**config.mk**
```make
export PLATFORM = sky130hd
export DESIGN_NAME = regfile_wb_arbiter
export DESIGN_NICKNAME = d
export VERILOG_FILES = /design/src/rtl/regfile_wb_arbiter.sv
export SDC_FILE = /design/constraint.sdc
export NUM_CORES = 1
export LEC_CHECK = 0
export ABC_AREA = 1
export BUFFER_PORTS_ARGS = -buffer_cell sky130_fd_sc_hd__buf_2
export CELL_PAD_IN_SITES_DETAIL_PLACEMENT = 0
export CELL_PAD_IN_SITES_GLOBAL_PLACEMENT = 1
export CORE_ASPECT_RATIO = 0.75
export CORE_MARGIN = 2
export CORE_UTILIZATION = 34
export CTS_BUF_LIST = sky130_fd_sc_hd__clkbuf_16
export CTS_CLUSTER_DIAMETER = 40
export DETAILED_ROUTE_END_ITERATION = 10
export PLACE_DENSITY = 0.81
export SYNTH_ARGS = -nofsm -noshare
export SYNTH_HDL_FRONTEND = slang
export SYNTH_SLANG_ARGS = --single-unit
```
**constraint.sdc**
```tcl
create_clock -name CLK -period 2.1 [get_ports CLK]
set_input_delay 0.42 -clock CLK [delete_from_list [all_inputs] [get_ports CLK]]
set_output_delay 0.42 -clock CLK [all_outputs]
set_load 0.02 [all_outputs]
```
**src/rtl/regfile_wb_arbiter.sv**
```systemverilog
// Round-robin arbiter sharing the register file write port among writeback
// requesters, plus a pending-write scoreboard for read-after-write hazard checks.
module regfile_wb_arbiter #(
  parameter int REG_WORD_WIDTH = 32,
  parameter int REG_ADDR_WIDTH = 5,
  parameter int NUM_REQ        = 2
) (
  input  logic                               CLK,
  input  logic                               RST_N,
  input  logic [NUM_REQ-1:0]                 REQ_VALID_i,
  output logic [NUM_REQ-1:0]                 REQ_READY_o,
  input  logic [NUM_REQ*REG_ADDR_WIDTH-1:0]  REQ_ADDR_i,
  input  logic [NUM_REQ*REG_WORD_WIDTH-1:0]  REQ_DATA_i,
  input  logic                               RESERVE_EN_i,
  input  logic [REG_ADDR_WIDTH-1:0]          RESERVE_REG_i,
  input  logic [REG_ADDR_WIDTH-1:0]          CHECK_REG1_i,
  input  logic [REG_ADDR_WIDTH-1:0]          CHECK_REG2_i,
  output logic                               BUSY1_o,
  output logic                               BUSY2_o,
  output logic                               WRITE_EN_o,
  output logic [REG_ADDR_WIDTH-1:0]          WRITE_REG_o,
  output logic [REG_WORD_WIDTH-1:0]          WRITE_DATA_o
);

  localparam int PTR_W  = $clog2(NUM_REQ);
  localparam int NUM_RF = 1 << REG_ADDR_WIDTH;

  logic [PTR_W-1:0]          ptr;
  logic [PTR_W-1:0]          ptr_next;
  logic [PTR_W-1:0]          grant_idx;
  logic                      grant_vld;
  logic [REG_ADDR_WIDTH-1:0] grant_addr;
  logic [REG_WORD_WIDTH-1:0] grant_data;
  logic [NUM_RF-1:0]         busy;
  logic [NUM_RF-1:0]         busy_next;

  // Scan from the pointer, wrapping modulo NUM_REQ; first valid requester wins.
  always_comb begin
    int idx;
    idx         = 0;
    grant_vld   = 1'b0;
    grant_idx   = '0;
    REQ_READY_o = '0;
    for (int i = 0; i < NUM_REQ; i++) begin
      idx = int'(ptr) + i;
      if (idx >= NUM_REQ) idx = idx - NUM_REQ;
      if (!grant_vld && REQ_VALID_i[idx]) begin
        grant_vld = 1'b1;
        grant_idx = PTR_W'(idx);
      end
    end
    if (!RST_N) grant_vld = 1'b0;
    if (grant_vld) REQ_READY_o[grant_idx] = 1'b1;
  end

  always_comb begin
    grant_addr = '0;
    grant_data = '0;
    for (int k = 0; k < NUM_REQ; k++) begin
      if (grant_idx == PTR_W'(k)) begin
        grant_addr = REQ_ADDR_i[k*REG_ADDR_WIDTH +: REG_ADDR_WIDTH];
        grant_data = REQ_DATA_i[k*REG_WORD_WIDTH +: REG_WORD_WIDTH];
      end
    end
  end

  always_comb begin
    if (grant_idx == PTR_W'(NUM_REQ - 1)) ptr_next = '0;
    else                                  ptr_next = grant_idx + 1'b1;
  end

  // Clear on commit first, then set, so a same-cycle reservation wins.
  always_comb begin
    busy_next = busy;
    if (WRITE_EN_o) busy_next[WRITE_REG_o] = 1'b0;
    if (RESERVE_EN_i && (RESERVE_REG_i != '0)) busy_next[RESERVE_REG_i] = 1'b1;
    busy_next[0] = 1'b0;
  end

  always_ff @(posedge CLK) begin
    if (!RST_N) begin
      ptr          <= '0;
      busy         <= '0;
      WRITE_EN_o   <= 1'b0;
      WRITE_REG_o  <= '0;
      WRITE_DATA_o <= '0;
    end else begin
      busy <= busy_next;
      if (grant_vld) begin
        ptr <= ptr_next;
        // Writes to register 0 complete the handshake but never reach the file.
        if (grant_addr != '0) begin
          WRITE_EN_o   <= 1'b1;
          WRITE_REG_o  <= grant_addr;
          WRITE_DATA_o <= grant_data;
        end else begin
          WRITE_EN_o <= 1'b0;
        end
      end else begin
        WRITE_EN_o <= 1'b0;
      end
    end
  end

  assign BUSY1_o = (CHECK_REG1_i != '0) && busy[CHECK_REG1_i];
  assign BUSY2_o = (CHECK_REG2_i != '0) && busy[CHECK_REG2_i];

endmodule

```
## After elaboration in Yosys (flattened, before gate mapping)

Cells that the tools add are included.

| storage, ports and cells | value |
|---|---|
| bits in registers | 71 |
| output and inout port bits | 42 |

| cells by class | value |
|---|---|
| $add $sub $neg | 4 |
| $lt $le $gt $ge | 12 |
| muxes and demuxes | 30 |
| bitwise logic cells | 3 |
| reduce and logical (&&, ||, !) cells | 14 |

Operators by type and width:

| cell | count |
|---|---|
| 2-to-1 mux 32 bit | 5 |
| < comparator 32 x 3 -> 1 bit (second input constant) | 2 |
| AND 32 bit | 1 |
| NOT 32 bit | 1 |
| bitwise OR 32 bit | 1 |
| < comparator 5 x 6 -> 1 bit (second input constant) | 4 |
| nonzero test 5 bit | 4 |
| 2-to-1 mux 1 bit | 18 |
| binary-select mux 1 bit (select 5 bit) | 2 |
| demux 1 bit (select 5 bit) | 2 |
| >= comparator 5 x 1 -> 1 bit (second input constant) | 2 |
| logical AND 1 bit | 7 |
| 2-to-1 mux 5 bit | 1 |
| AND reduction 2 bit | 2 |
| subtractor 1 x 2 -> 3 bit (second input constant) | 1 |
| subtractor 2 x 2 -> 3 bit (second input constant) | 1 |
| adder 1 x 1 -> 2 bit (second input constant) | 1 |
| >= comparator 1 x 2 -> 1 bit (second input constant) | 1 |
| >= comparator 2 bit (second input constant) | 1 |
| < comparator 1 x 2 -> 1 bit (second input constant) | 1 |
| 2-to-1 mux 2 bit | 1 |
| adder 1 bit (second input constant) | 1 |
| demux 1 bit (select 1 bit) | 1 |
| >= comparator 1 bit (second input constant) | 1 |
| zero test 1 bit | 1 |

## Depth between registers and ports, before layout

Gate-level depths: netlist of the first run.

| logic depth | value |
|---|---|
| depth in word-level cells | 14 |
| depth in mapped cells | 13 |
| depth with buffers taken out | 11 |

## Worst setup path before layout of the first run

No wires, ideal clock.

| timing | value |
|---|---|
| kind | input to output |
| start | input port CHECK_REG1_i[0] |
| end | output port BUSY1_o |
| data arrival time | 1.492 ns |
| required time | 1.680 ns |
| slack | 0.188 ns |
| cell stages on the path | 8 |
| path buffers | 2 |
| path through | clkbuf_1 inv_1 clkbuf_1 a21oi_1 o21ai_0 nand4_1 nand3_1 nand2_1 |

| between the ends | value |
|---|---|
| cells in the longest elaborated chain, start to end | 3 |
| elaborated cells between the ends (all ways) | 4 |

Ends and longest elaborated chain:

| what | line | text |
|---|---|---|
| start: declaration | 16 | `input logic [REG_ADDR_WIDTH-1:0] CHECK_REG1_i,` |
| binary-select mux 1 bit (select 5 bit) | 105 | `assign BUSY1_o = (CHECK_REG1_i != '0) && busy[CHECK_REG1_i];` |
| 2-to-1 mux 1 bit (not written as such) | 105 |  |
| logical AND 1 bit * | 105 |  |
| end: declaration | 18 | `output logic BUSY1_o,` |

Mark *: on every way between the ends. The rest lies on a longest branch, timed or not. The select of a mux whose other input is x is not followed.

## Worst setup path after layout of the first run

| timing | value |
|---|---|
| start | register ptr |
| end | output port REQ_READY_o[0] |

| between the ends | value |
|---|---|
| cells in the longest elaborated chain, start to end | 14 |
| elaborated cells between the ends (all ways) | 26 |

Ends and longest elaborated chain:

| what | line | text |
|---|---|---|
| start: declaration | 28 | `logic [PTR_W-1:0] ptr;` |
| start signal: assignment | 90 | `ptr <= ptr_next;` |
| subtractor 1 x 2 -> 3 bit / >= comparator 1 x 2 -> 1 bit (equally long branches) | 46 | `if (idx >= NUM_REQ) idx = idx - NUM_REQ;` |
| 2-to-1 mux 32 bit | 46 |  |
| 2-to-1 mux 1 bit (not written as such) (3 in series) | 47 | `if (!grant_vld && REQ_VALID_i[idx]) begin` |
| 2-to-1 mux 1 bit | 47 |  |
| zero test 1 bit | 47 |  |
| logical AND 1 bit | 47 |  |
| 2-to-1 mux 1 bit | 47 |  |
| < comparator 1 x 2 -> 1 bit (not written as such) / >= comparator 1 bit (equally long branches) | 53 | `if (grant_vld) REQ_READY_o[grant_idx] = 1'b1;` |
| logical AND 1 bit (not written as such) | 53 |  |
| 2-to-1 mux 1 bit (not written as such) | 53 |  |
| demux 1 bit (select 1 bit) | 53 |  |
| 2-to-1 mux 2 bit * | 53 |  |
| end: declaration | 11 | `output logic [NUM_REQ-1:0] REQ_READY_o,` |

Marked as above.

==> results.yml, run 1 <==
drt:
  drtAntennaViolNets: 0
  vias: 4845
  wl_per_cell_um: 13.8
  finalWirelength_mm: 13.6
  viasPerCell: 4.93
  drc_errors: 0
  first_pass_iters: 5
  drtIter0Drc: 303
clocking:
  cts_tree: "done"
  clock_latency_ns: 0.33
  cts_buffer_depth: 2
  numCtsBuffers: 9
  h-tree-depth: 3
  ctsRootBufferMaster: "clkbuf_16"
  clkTransAtPathRegs_ns: 0.06
  ctsHoldBuffers: 0
  cts_setup_buffers: 0
  cts_sinks: 70
sta:
  whs_ns: 0.441
  final.setup.tns_ns: 0
  rsz0062_at_grt: "no"
  skew_ns: 0.0109
  clock.fmax_mhz: 510
  finalSetupViolCount: 0
  slew_viol_final: 0
  layout_setup_ws_ns: 0.139
  fin_crit_ns: 1.96
  max_slew_margin_pct: 51.5
  tightestPinTransition_ns: 0.726
  hold_viol: 0
  min_period_over_period_pct: 93.4
global_route:
  grt_max_degree: 39
  grt_overflow: 0
  track_usage_pct: 21.1
  grt_pass1_wl_mm: 22.0
  first_global_vias: 4462
  antenna_found_initial: 0
placement:
  dp_hpwl_mm: 10.2
  dp_slack_ns: -0.209
  gpl.final_weighted_congestion: 0.867
  io_buffers: 135
floorplanning:
  fp.dieW_um: 131
  rows: 34
  io_pins: 136
  die_h_um: 99.0
  initial_core_util_pct: 35.1
  die_area_um2: 12900
  core_um2: 11700
yosys:
  synth-compound-area-share_pct: 13.0
  synth_xor_area_share_pct: 0
  synthCells: 677
  syn_nets: 771
  synth.distinct_cells: 23
  seq_area_frac_synth_pct: 34.2
  ys_ff_latch: 70
  synth_warnings: 0
  netlist_area_um2: 4090
  synth-simple-area-share_pct: 41.8
  synthAdderAreaFrac_pct: 0
  avgSynthCellArea_um2: 6.05
  synth_top_family_by_area: "simple AND/OR/NAND/NOR gates"
  synthMuxAreaShare_pct: 0
power:
  vdd_drop_max_uv: 452
  leakage_nw: 2.71
  power_density_nw_per_um2: 696
critical_path:
  worstPathRequired_ns: 1.68
  crit_arrival_ns: 1.54
  worstSetupPathType: "reg -> out"
  start_kind: "flop"
  endpoint_kind: "primary output"
  crit_fanout: 25
flow_run:
  maxCapViolCount: 0
finish:
  n_fill_cell: 1285
  final_core_util_pct: 45.7
  finalNetCount: 909
  layout-drive-gt1-share_pct: 25.0
  diodes: 0
  area_delta_synth_final_pct: 30.1
min_path:
  hp-class: "in -> reg"
outcome:
  status: "finished clean"
flip-flops by register name, summed over array words and instances, names as in the netlist:
| signal | cells |
|---|---|
| WRITE_EN_o | 1 |
| busy | 31 |
| ptr | 1 |
| WRITE_DATA_o | 32 |
| WRITE_REG_o | 5 |
cell usage in the layout (no fill, tap or decap), types with 10 or more instances in the layout:
master and count:
o211ai_1 10, buf_2 135, nand2_1 196, nor2_1 55
nor2_2 21, nand3_1 104, o21ai_0 43, nor3_1 12
inv_1 73, buf_4 25, a21oi_1 43, dfxtp_1 70
layout make-up:
| class | count | area [um^2] | share of cell area [%] |
|---|---|---|---|
| repair buffers | 161 | 883 | 16.6 |
| multi-input cells | 497 | 2270 | 42.6 |
| clock inverters | 7 | 56.3 | 1.06 |
| clock buffers | 9 | 225 | 4.23 |
| inverters | 76 | 285 | 5.36 |
| well taps | 162 | 203 | 3.81 |
| flip-flops and latches | 70 | 1400 | 26.3 |
worst paths after layout:
| kind | start | slack (ns) | to | cells after the start |
|---|---|---|---|---|
| max reg2reg | ptr$_SDFFE_PN0P_ | 0.29 | WRITE_DATA_o[7]$_SDFFE_PN0P_ | 10 |
| min | REQ_ADDR_i[0] | 0.44 | WRITE_REG_o[0]$_SDFFE_PN0P_ | 5 |
| max | ptr$_SDFFE_PN0P_ | 0.14 | REQ_READY_o[0] | 6 |
| min reg2reg | busy[6]$_SDFF_PN0_ | 0.48 | busy[6]$_SDFF_PN0_ | 2 |
power by group:
part	leakage, nW	switching [mW]	internal (mW)	total, mW
Combinational	2.00	0.497	0.302	0.799
Clock	0.142	0.627	0.816	1.44
Sequential	0.574	0.0612	1.40	1.46
Total	2.71	1.19	2.52	3.70
Yosys cell counts:
cell / count / area share [%]
nand2_2: 2 / 0.31
nor3_1: 12 / 1.5
nand3b_1: 3 / 0.55
buf_4: 3 / 0.55
o211ai_1: 10 / 1.8
nand3_1: 104 / 13
a21oi_1: 43 / 5.3
clkbuf_1: 22 / 2.0
buf_2: 6 / 0.73
buf_6: 2 / 0.55
clkinv_1: 1 / 0.092
dfxtp_1: 70 / 34
a31oi_1: 1 / 0.15
buf_1: 2 / 0.18
nand2_1: 196 / 18
nand4_1: 3 / 0.46
inv_2: 2 / 0.18
inv_1: 73 / 6.7
o21ai_0: 43 / 5.3
o211a_1: 1 / 0.24
nor2_2: 21 / 3.2
nor2_1: 56 / 5.1
o21ai_2: 1 / 0.21
timing repair:
item                                    CTS  global route
endpoints found under the setup margin    9            39
cloned                                    0             1
pin swaps                                 1             0
resized for setup                         2             2
endpoints found under the hold margin     0             0
worst max-delay path: stages (launching register included):
cell and delay [ns]:
dfxtp_1 0.32, inv_1 0.09, nand2_4 0.08, buf_4 0.15, buf_4 0.21, a21oi_1 0.17, buf_2 0.19
metal layers:
layer | GRT usage [%] | share of wire, %
met1 | 31.5 | 50
met2 | 30.8 | 42
met3 | 4.56 | 7.4
met4 | 5.07 | 0.97
met5 | 0 | 0
per-stage QoR:
stage	area (um^2)	power (mW)	cells
3_5_place_dp	5020	2.29	965
2_1_floorplan	4090	1.98	677
4_1_cts	5310	3.74	981
6_report	5330	3.70	982
5_1_grt	5330	3.90	982
3_3_place_gp	5020	2.28	965
cell families (layout without fill, tap and decap cells):
family | after synthesis | count (layout)
flops | 70 | 70
simple gates | 397 | 398
buf+inv | 111 | 253
compound gates | 99 | 99
No activity file was read; power rests on OpenSTA's default activity.
==> inputs of run 2 (changes only) <==
--- a/config.mk
+++ b/config.mk
@@ -11,11 +11,11 @@
 export CELL_PAD_IN_SITES_GLOBAL_PLACEMENT = 1
 export CORE_ASPECT_RATIO = 0.75
 export CORE_MARGIN = 2
-export CORE_UTILIZATION = 34
+export CORE_UTILIZATION = 31
 export CTS_BUF_LIST = sky130_fd_sc_hd__clkbuf_16
 export CTS_CLUSTER_DIAMETER = 40
 export DETAILED_ROUTE_END_ITERATION = 10
-export PLACE_DENSITY = 0.81
+export PLACE_DENSITY = 0.78
 export SYNTH_ARGS = -nofsm -noshare
 export SYNTH_HDL_FRONTEND = slang
 export SYNTH_SLANG_ARGS = --single-unit
==> constraint.sdc (replaced) <==
create_clock -name CLK -period 1.8 [get_ports CLK]
set_input_delay 0.36 -clock CLK [delete_from_list [all_inputs] [get_ports CLK]]
set_output_delay 0.36 -clock CLK [all_outputs]
set_load 0.02 [all_outputs]
==> results.yml, run 2 (synthesized netlist as in run 1, its figures left out) <==
sta:
  max_slew_margin_pct: 65.9
  rsz0062_at_grt: "yes"
  tightestPinTransition_ns: 0.508
  skew_ns: 0.00695
  min_period_over_period_pct: 99.5
  slew_viol_final: 0
  final.setup.tns_ns: 0
  finalSetupViolCount: 0
  hold_viol: 0
  clock.fmax_mhz: 558
  fin_crit_ns: 1.79
global_route:
  track_usage_pct: 19.5
  first_global_vias: 4354
  grt_overflow: 0
  grt_max_degree: 39
  antenna_found_initial: 0
  grt_pass1_wl_mm: 22.2
clocking:
  clock_latency_ns: 0.33
  cts_tree: "done"
  clkTransAtPathRegs_ns: 0.05
  cts_sinks: 70
  ctsRootBufferMaster: "clkbuf_16"
  h-tree-depth: 3
  cts_buffer_depth: 2
  numCtsBuffers: 9
  ctsHoldBuffers: 0
drt:
  vias: 4771
  finalWirelength_mm: 13.8
  first_pass_iters: 5
  drc_errors: 0
  drtAntennaViolNets: 0
  viasPerCell: 4.75
  wl_per_cell_um: 13.7
  drtIter0Drc: 319
critical_path:
  worstSetupPathType: "reg -> out"
  start_kind: "flop"
  rrSetupSlack_ns: 0.20
  cpPeakStageDelay_ns: 0.35
  path_common_cell: "nand2_1"
  worstPathRequired_ns: 1.44
  rr_startpoint: "ptr$_SDFFE_PN0P_"
  crit_path_start: "busy[3]$_SDFF_PN0_"
  worstPathCellList: "inv_1, a21oi_1, o21ai_0, nand3_1, nand3b_1, nand2_1, nand2_1, nand2_1, buf_6"
  endpoint_kind: "primary output"
  slowest_stage: "dfxtp_2"
  rr_worst_depth: 12
  crit_arrival_ns: 1.43
  crit_fanout: 2
  rr_endpoint: "WRITE_DATA_o[16]$_SDFFE_PN0P_"
floorplanning:
  fp.dieW_um: 137
  die_h_um: 104
  initial_core_util_pct: 31.7
  rows: 36
  die_area_um2: 14200
  core_um2: 12900
  io_pins: 136
power:
  vdd_drop_max_uv: 451
  leakage_nw: 2.83
  power_density_nw_per_um2: 820
  finalPower_mw: 4.58
finish:
  reg.largest.list: "WRITE_DATA_o: 32 flops, busy: 31 flops, WRITE_REG_o: 5 flops"
  finalNetCount: 923
  largest_register_ffs: 32
  final_common_cell: "nand2_1"
  stdcell_count: 1005
  area_delta_synth_final_pct: 36.3
  top_register: "WRITE_DATA_o"
  n_fill_cell: 1415
  diodes: 0
  final_cell_mix: "nand2_1 (195), buf_2 (133), nand3_1 (104), inv_1 (71), dfxtp_1 (61)"
  layout-drive-gt1-share_pct: 27.7
min_path:
  hold_end: "busy[3]$_SDFF_PN0_"
  hp-class: "in -> reg"
  worstHoldStart: "RESERVE_REG_i[3]"
  hold_depth: 4
placement:
  gpl.final_weighted_congestion: 0.857
  io_buffers: 135
  dp_hpwl_mm: 10.1
  dpl.cell_count: 985
flow_run:
  maxCapViolCount: 0
outcome:
  status: "finished clean"
==> run 2: cell count changes in the layout (fill, tap and decap cells not counted), moves of 3 or more <==
| cell | delta |
|---|---|
| buf_4 | +9 |
| dfxtp_1 | -9 |
| dfxtp_2 | +7 |
| buf_12 | +4 |
| buf_6 | +3 |
| inv_2 | +3 |
| o21ai_0 | -3 |
| o21ai_1 | +3 |
==> run 2: layout make-up <==
type	count	area, um^2	share of cell area [%]
repair buffers	175	1050	18.9
clock buffers	9	225	4.04
well taps	171	214	3.83
inverters	76	285	5.11
clock inverters	7	87.6	1.57
flip-flops and latches	70	1420	25.4
multi-input cells	497	2300	41.1
==> run 2: how the worst max path moves through the flow <==
stage	depth (start not counted)	endpoint	slack, ns
2_1_floorplan	8	BUSY1_o	0.008
3_5_place_dp	10	WRITE_REG_o[0]$_SDFFE_PN0P_	-0.48
3_3_place_gp	9	WRITE_REG_o[0]$_SDFFE_PN0P_	-0.42
4_1_cts	7	REQ_READY_o[0]	0.003
5_1_grt	11	BUSY2_o	-0.12
6_report	9	BUSY2_o	0.009
==> run 2: power by group <==
part	internal, mW	switching [mW]
Combinational	0.393	0.599
Sequential	1.63	0.0710
Clock	1.20	0.676
==> run 2: stage by stage <==
stage	hold WS (ns)	util [%]	instance area (um^2)	worst slack [ns]
after floorplan	0.450	-	4090	0.00750
after global placement	0.458	39.7	5130	-0.422
after detailed placement	0.466	39.7	5130	-0.483
after CTS	0.396	42.6	5500	0.00318
after global routing	0.439	43.2	5580	-0.122
final	0.406	43.2	5580	0.00925
==> run 2: worst max-delay path: cells and delay by family (launching register included) <==
family                 cells  cell delay (ns)
flip-flops                 1             0.35
AO/OA/AOI/OAI              2             0.22
AND/OR/NAND/NOR            5             0.35
buffers and inverters      2             0.17
==> run 2: routing by layer <==
layer	track usage (%)	wire length [um]	vias to the layer above
li1	-	-	2482
met1	30.5	7370	2140
met2	26.9	5490	136
met3	3.96	770	13
met4	4.76	158	0
met5	0	0	-
==> run 2: repair_timing <==
item | 4_1_cts | 5_1_grt
resized for setup | 8 | 24
pin swaps | 3 | 14
setup buffers | 2 | 1
endpoints found under the setup margin | 40 | 42
gates cloned | 1 | 0
==> inputs of run 3 (changes only) <==
--- a/config.mk
+++ b/config.mk
@@ -5,17 +5,16 @@
 export SDC_FILE = /design/constraint.sdc
 export NUM_CORES = 1
 export LEC_CHECK = 0
-export ABC_AREA = 1
 export BUFFER_PORTS_ARGS = -buffer_cell sky130_fd_sc_hd__buf_2
 export CELL_PAD_IN_SITES_DETAIL_PLACEMENT = 0
 export CELL_PAD_IN_SITES_GLOBAL_PLACEMENT = 1
 export CORE_ASPECT_RATIO = 0.75
 export CORE_MARGIN = 2
-export CORE_UTILIZATION = 31
+export CORE_UTILIZATION = 32
 export CTS_BUF_LIST = sky130_fd_sc_hd__clkbuf_16
 export CTS_CLUSTER_DIAMETER = 40
 export DETAILED_ROUTE_END_ITERATION = 10
-export PLACE_DENSITY = 0.78
+export PLACE_DENSITY = 0.76
 export SYNTH_ARGS = -nofsm -noshare
 export SYNTH_HDL_FRONTEND = slang
 export SYNTH_SLANG_ARGS = --single-unit
==> results.yml, run 3 <==
drt:
  viasPerCell: 5.18
  first_pass_iters: 6
  finalWirelength_mm: 11.5
  wl_per_cell_um: 16.2
  vias: 3676
  drtIter0Drc: 277
  drtAntennaViolNets: 0
  drc_errors: 0
floorplanning:
  die_area_um2: 12400
  io_pins: 136
  rows: 33
  core_um2: 11100
  die_h_um: 96.9
  fp.dieW_um: 128
  initial_core_util_pct: 33.3
global_route:
  antenna_found_initial: 0
  grt_pass1_wl_mm: 18.5
  grt_overflow: 0
  grt_max_degree: 61
  first_global_vias: 3579
  met3_usage_pct: 4.92
  gr-usage-met1_pct: 26.3
  busiest_layer: "met2"
  track_usage_pct: 18.7
  globalRouteMet2Util_pct: 27.5
yosys:
  avgSynthCellArea_um2: 8.76
  ys_ff_latch: 70
  synth-edff-count: 0
  synth.largest_area_cell: "dfxtp_1"
  synth_area_leaders: "dfxtp_1 (38%), mux2i_1 (14%), o21ai_0 (9.4%)"
  synth_most_common_cell: "dfxtp_1"
  synth_warnings: 0
  syn_nets: 514
  synthCells: 420
  ys.flop_type: "dfxtp_1"
  seq_area_frac_synth_pct: 38.1
  synth_top_area_share_pct: 38.1
  synth.distinct_cells: 42
  synth_common_cells: "dfxtp_1 (70), o21ai_0 (69), mux2i_1 (53)"
  netlist_area_um2: 3680
  synthArstFlopShare_pct: 0
min_path:
  hold_depth: 3
  hp-class: "in -> reg"
clocking:
  numCtsBuffers: 9
  clock_latency_ns: 0.33
  cts_tree: "done"
  cts_sinks: 70
  cts_buffer_depth: 2
  clkTransAtPathRegs_ns: 0.06
  h-tree-depth: 3
  ctsHoldBuffers: 0
  ctsRootBufferMaster: "clkbuf_16"
critical_path:
  crit_fanout: 3
  crit_arrival_ns: 1.78
  worstPathCellList: "mux2i_2, nor3b_2, nor4_1, or4_1, o211ai_1, buf_4"
  rr_worst_depth: 6
  start_kind: "flop"
  worstSetupPathType: "reg -> out"
  worstPathRequired_ns: 1.44
  slowest_stage: "or4_1"
  endpoint_kind: "primary output"
  cpPeakStageDelay_ns: 0.50
sta:
  max_slew_margin_pct: 68.7
  layout_setup_ws_ns: -0.342
  hold_viol: 0
  skew_ns: 0.00539
  clock.fmax_mhz: 467
  fin_crit_ns: 2.14
  tightestPinTransition_ns: 0.469
  finalSetupViolCount: 2
  rsz0062_at_grt: "yes"
  min_period_over_period_pct: 119
  slew_viol_final: 0
outcome:
  failed_checks: "negative setup slack"
  status: "finished, violations left"
finish:
  seq_area_um2: 1410
  top_register: "WRITE_DATA_o"
  final_cell_mix: "buf_2 (132), o21ai_0 (69), dfxtp_1 (62), mux2i_1 (52), nand3_1 (43)"
  multi_input_area_um2: 2210
  finalNetCount: 659
  diodes: 0
  final_common_cell: "buf_2"
  largest_register_ffs: 32
  final_area_um2: 5060
  n_fill_cell: 1096
  reg.largest.list: "WRITE_DATA_o: 32 flops, busy: 31 flops, WRITE_REG_o: 5 flops"
  area_delta_synth_final_pct: 37.4
  layout-drive-gt1-share_pct: 36.7
power:
  power_density_nw_per_um2: 837
  finalPower_mw: 4.23
  vdd_drop_max_uv: 452
  leakage_nw: 2.27
placement:
  place_area_um2: 4690
  dp_hpwl_mm: 8.67
  io_buffers: 135
  gpl.final_weighted_congestion: 0.923
flow_run:
  maxCapViolCount: 0
[run 3: layer usage]
metal | vias up | share of wire, %
li1 | 1834 | -
met1 | 1713 | 47
met2 | 112 | 44
met3 | 17 | 8.1
met4 | 0 | 1.6
met5 | - | 0
[run 3: area by class of cell]
cell class | count | share of cell area [%]
repair buffers | 167 | 19.3
multi-input cells | 315 | 43.6
clock inverters | 6 | 1.09
well taps | 140 | 3.46
flip-flops and latches | 70 | 27.9
inverters | 2 | 0.148
clock buffers | 9 | 4.45
[run 3: path summary, 6_finish.rpt]
kind,from,to,slack [ns]
min,REQ_DATA_i[35],WRITE_DATA_o[3]$_SDFFE_PN0P_,0.30
min reg2reg,WRITE_DATA_o[23]$_SDFFE_PN0P_,WRITE_DATA_o[23]$_SDFFE_PN0P_,0.47
max,busy[12]$_SDFF_PN0_,BUSY1_o,-0.34
max reg2reg,ptr$_SDFFE_PN0P_,WRITE_DATA_o[11]$_SDFFE_PN0P_,0.31
[run 3: cells by family after synthesis]
logic type	after synthesis	synth area share, %
compound gates	121	20.5
buf+inv	35	4.76
flops	70	38.1
mux	59	17.2
simple gates	135	19.5
[run 3: critical path, delay by kind of cell, from the launching register on]
family                 cells  cell delay, ns
buffers and inverters      1            0.17
muxes                      1            0.09
AOI/OAI and AO/OA          1            0.09
and+or+nand+nor            3            0.75
DFF                        1            0.36
[run 3: timing repair]
item,in CTS,in global routing
resized for setup,20,5
gates cloned,0,0
pin swaps,7,2
setup buffers,1,0
setup endpoints to repair,2,3
hold endpoints to repair,0,0
[run 3: power by group]
part	switching, mW	leakage, nW	internal, mW	total (mW)
clock	0.648	0.142	1.05	1.70
sequential	0.0669	0.579	1.65	1.72
combinational	0.461	1.55	0.358	0.819
[run 3: stage by stage]
step	utilization, %	hold slack, ns	setup WS (ns)	cells	TNS [ns]
2_1_floorplan	-	0.461	-0.0885	420	-0.0885
3_3_place_gp	42.3	0.450	-0.266	693	-2.15
3_5_place_dp	42.3	0.456	-0.312	693	-2.66
4_1_cts	45.5	0.281	-0.369	709	-0.626
5_1_grt	45.7	0.308	-0.449	709	-0.778
6_report	45.7	0.301	-0.342	709	-0.589
